### src/rtl/float_log2.sv
// float_log2: fixed-point log2 of an IEEE-754 single-precision operand.
// Result is Q9.23: the integer part comes straight from the unbiased exponent.
// The 23 fraction bits come from repeated squaring of the significand,
// one bit per cycle, MSB first. Values are truncated, so the result never
// exceeds the true log2.
//
// state | meaning
// ------+------------------------------------------------------------
// IDLE  | waiting for an operand; in_ready=1
// CALC  | squaring loop; one fraction bit per cycle, 23 cycles
// DONE  | result presented; out_valid=1 until out_ready
module float_log2 (
  input  logic        clk,
  input  logic        rst_n,
  input  logic [31:0] flt_value,
  input  logic        in_valid,
  output logic        in_ready,
  output logic [31:0] log_value,
  output logic        log_err,
  output logic        out_valid,
  input  logic        out_ready
);

  typedef enum logic [1:0] {
    IDLE = 2'd0,
    CALC = 2'd1,
    DONE = 2'd2
  } state_t;

  localparam logic [31:0] ERR_VALUE = 32'h8000_0000;

  state_t      state_q;
  logic        in_ready_q;
  logic        out_valid_q;
  logic [31:0] log_value_q;
  logic        log_err_q;
  logic [8:0]  int_q;
  logic [23:0] y_q;
  logic [21:0] frac_q;
  logic [4:0]  cnt_q;

  logic        sign_w;
  logic [7:0]  exp_w;
  logic [22:0] mant_w;
  logic        special_w;
  logic [24:0] prod_hi_w;
  logic        bit_w;
  logic [23:0] y_d;

  assign sign_w    = flt_value[31];
  assign exp_w     = flt_value[30:23];
  assign mant_w    = flt_value[22:0];
  assign special_w = sign_w || (exp_w == 8'd0) || (exp_w == 8'd255);

  // Keep only p[47:23] of y*y; the lower product bits are always discarded.
  assign prod_hi_w = 25'(({24'd0, y_q} * {24'd0, y_q}) >> 23);
  assign bit_w     = prod_hi_w[24];
  assign y_d       = bit_w ? prod_hi_w[24:1] : prod_hi_w[23:0];

  // Control FSM, datapath registers and registered handshake outputs.
  always_ff @(posedge clk or negedge rst_n) begin
    if (!rst_n) begin
      state_q     <= IDLE;
      in_ready_q  <= 1'b1;
      out_valid_q <= 1'b0;
      log_value_q <= 32'h0000_0000;
      log_err_q   <= 1'b0;
      int_q       <= 9'd0;
      y_q         <= 24'd0;
      frac_q      <= 22'd0;
      cnt_q       <= 5'd0;
    end else begin
      case (state_q)
        IDLE: begin
          if (in_valid) begin
            in_ready_q <= 1'b0;
            if (special_w) begin
              state_q     <= DONE;
              out_valid_q <= 1'b1;
              log_value_q <= ERR_VALUE;
              log_err_q   <= 1'b1;
            end else begin
              state_q <= CALC;
              int_q   <= {1'b0, exp_w} - 9'd127;
              y_q     <= {1'b1, mant_w};
              frac_q  <= 22'd0;
              cnt_q   <= 5'd0;
            end
          end
        end
        CALC: begin
          y_q    <= y_d;
          frac_q <= {frac_q[20:0], bit_w};
          cnt_q  <= cnt_q + 5'd1;
          if (cnt_q == 5'd22) begin
            state_q     <= DONE;
            out_valid_q <= 1'b1;
            log_value_q <= {int_q, frac_q, bit_w};
            log_err_q   <= 1'b0;
          end
        end
        DONE: begin
          if (out_ready) begin
            state_q     <= IDLE;
            out_valid_q <= 1'b0;
            in_ready_q  <= 1'b1;
          end
        end
        default: begin
          state_q     <= IDLE;
          in_ready_q  <= 1'b1;
          out_valid_q <= 1'b0;
        end
      endcase
    end
  end

  assign in_ready  = in_ready_q;
  assign out_valid = out_valid_q;
  assign log_value = log_value_q;
  assign log_err   = log_err_q;

endmodule
### config.mk
export PLATFORM = sky130hd
export DESIGN_NAME = float_log2
export DESIGN_NICKNAME = d
export VERILOG_FILES = /design/src/rtl/float_log2.sv
export SDC_FILE = /design/constraint.sdc
export NUM_CORES = 1
export LEC_CHECK = 0
export ABC_AREA = 1
export BUFFER_PORTS_ARGS = -buffer_cell sky130_fd_sc_hd__buf_2
export CORE_ASPECT_RATIO = 0.8
export CORE_MARGIN = 2
export CORE_UTILIZATION = 35
export DETAILED_ROUTE_END_ITERATION = 8
export PLACE_DENSITY = 0.56
export SLEW_MARGIN = 40
export SYNTH_ARGS = -nofsm -noshare
export SYNTH_HDL_FRONTEND = slang
export SYNTH_SLANG_ARGS = --single-unit
### constraint.sdc
create_clock -name clk -period 6.27 [get_ports clk]
set_input_delay 0.627 -clock clk [delete_from_list [all_inputs] [get_ports clk]]
set_output_delay 0.627 -clock clk [all_outputs]
set_load 0.05 [all_outputs]
==> out/results.tsv <==
metric	value	unit
dr_total_vias	18000	
synthToLayoutAreaGrowth	23.1	%
cts_buffer_depth	2	
arrival	6.63	ns
synth_nets	3558	
chipHeight	229	um
start_util	35.4	%
worstReg2RegEnd	y_q[9]$_DFFE_PN0P_	
fillers	6373	
antenna_left	0	
yosysSeqAreaShare	10.9	%
multiInputGateArea	16700	um^2
dp_hpwl	51.1	mm
clkSlewWorstSetupHoldPaths	0.08	ns
worstSetupPathType	flop to flop	
cts_tree	built	
yosys-top-cells-area	fa_1 38%, inv_1 15%, nand2_1 14%	
ys_warn_count	0	
n_antenna_cell	0	
max_freq	158	MHz
dr.first_iter.drc_count	1109	
crit_fanout	7	
io_pins	71	
path_common_cell	fa_1	
violations	setup timing	
max_slew_margin	42.2	%
critPathTopFamily	adder cells	
clockRootBuffer	clkbuf_16	
ys_seq_elements	97	
synthesis.area	22200	um^2
r2r_setup_slack	-0.05	ns
grt_pass1_vias	18400	
layout-drive-gt1-share	21.0	%
worstSetupPathDepth	29	
firstDrtPassIters	5	
vias_per_cell	4.41	
clock-sinks	97	
track_usage	19.2	%
layout_commonest_cell	inv_1	
rows	82	
wl_per_cell	15.1	um
cap_violations	0	
clk_latency	0.37	ns
wl	61.4	mm
port_buffers	70	
startpoint	y_q[21]$_DFFE_PN0P_	
min_period_over_period	101	%
setup_viol	23	
cts_buffers	9	
hold_viol	0	
slowest_delay	0.60	ns
tightest_slew	0.867	ns
die_area	65500	um^2
rsz0062_at_grt	yes	
reg2reg_from	y_q[21]$_DFFE_PN0P_	
synth_top_area_cell	fa_1	
netlist.area_leader.share	38.1	%
hp-class	primary input to async pin	
antenna_found_initial	0	
dpl_worst_slack	-0.303	ns
crit_path_end	y_q[9]$_DFFE_PN0P_	
grt_pass1_wl	99.2	mm
drc	0	
core_area	62700	um^2
nNetsFinal	3874	
status	finished with violations	
synth_area_per_cell	7.60	um^2
syn_inst	2921	
cp-start-kind	flop	
h-tree-depth	3	
place_congestion	0.902	
hold_slack	0.189	ns
worst_setup_path_end_kind	flop	
finalCriticalPeriod	6.32	ns
synth.distinct_cells	37	
worst_path_max_delay_cell	fa_1	
reg2reg_depth	29	
crit_buf_inv	9	
postLayoutSetupSlackWorst	-0.0524	ns
overflow	0	
seq_area	2440	um^2
grt_max_degree	70	
skew	0.0137	ns
layout_common_cells	861 x inv_1, 763 x nand2_1, 410 x fa_1	
slew_viol_final	0	
critPathRequiredTime	6.58	ns
die_x	286	um
-- final cells by class --
class / count / area share, %
clock inverter: 6 / 0.344
inverter: 917 / 12.6
sequential: 97 / 8.95
multi-input combinational: 1820 / 61.2
tap: 840 / 3.85
clock buffer: 10 / 0.875
timing repair buffer: 392 / 12.1
-- logic make-up (layout without fill, tap and decap cells) --
group                    count (synthesis)  in the layout  share of synthesized area [%]
AO/OA/AOI/OAI                           89             89                           2.16
XOR/XNOR                                25             25                          0.987
adder cells (fa/ha/maj)                601            601                           48.2
buffers and inverters                 1004           1325                           17.4
flip-flops                              97             97                           10.9
AND/OR/NAND/NOR                       1105           1105                           20.4
-- timing repair --
item	in CTS	in global routing
resized for setup	90	186
buffers inserted	16	25
pin swaps	14	64
hold buffers	0	0
setup endpoints to repair	26	26
cloned	0	9
-- sequential cells by signal, indices dropped and copies added, names as in the netlist --
signal / cells
int_q: 9
log_err: 1
state_q: 2
cnt_q: 5
out_valid: 1
in_ready: 1
frac_q: 22
y_q: 24
log_value: 32
-- worst register-to-register path: cells and delay by family, from the launching register on --
kind,cells,cell delay [ns]
buffers and inverters,9,0.81
flip-flops,1,0.45
AND/OR/NAND/NOR,12,1.07
adder cells (fa/ha/maj),8,3.92
-- worst min path at each step --
stage | endpoint | slack [ns] | cells past startpoint
2_1_floorplan | cnt_q[0]$_DFFE_PN0P_ | 0.33 | 0
3_3_place_gp | frac_q[8]$_DFFE_PN0P_ | 0.46 | 2
3_5_place_dp | frac_q[21]$_DFFE_PN0P_ | 0.46 | 2
4_1_cts | log_value[26]$_DFFE_PN0P_ | 0.18 | 1
5_1_grt | frac_q[2]$_DFFE_PN0P_ | 0.21 | 1
6_report | log_value[26]$_DFFE_PN0P_ | 0.19 | 1
-- Yosys cell counts --
master / number
nand2_4: 2
nand2_2: 10
buf_6: 6
inv_2: 10
dfrtp_1: 96
o21a_1: 1
nand3_1: 95
dfstp_2: 1
nor4_1: 2
buf_4: 5
nand3_2: 11
clkinv_1: 1
a21oi_2: 1
and2_1: 2
a21o_1: 1
xnor2_1: 12
buf_2: 11
o21ai_0: 19
fa_1: 422
nor2_2: 6
a21oi_1: 36
o21ai_2: 2
nand4_1: 15
clkbuf_1: 64
o21ai_1: 22
or2_1: 1
nor2_1: 96
or2_2: 2
nand3b_1: 10
ha_1: 179
o21bai_1: 7
buf_8: 1
nand2_1: 842
nor3_1: 7
inv_1: 906
xor2_1: 13
nor2_4: 4
-- metal layers --
layer  global-route usage (%)  wire length, um  vias up
met5                        0                0        -
met4                     2.73              655        0
met3                     2.03             2460       41
met2                     29.6            27000      355
met1                     29.7            31400     8735
li1                         -                -     8867
-- through the flow --
stage	instances	TNS, ns	area [um^2]	utilization (%)
after floorplan	2921	0	22200	-
after global placement	4017	-6.61	25400	40.6
after detailed placement	4017	-6.84	25500	40.6
after CTS	4049	-0.110	26400	42.0
after global routing	4082	-6.85	27300	43.6
final	4082	-0.759	27300	43.6
Power is left out: the tool's default activity adds up to more than one toggle a clock period on the data nets, which glitch-free logic cannot reach.
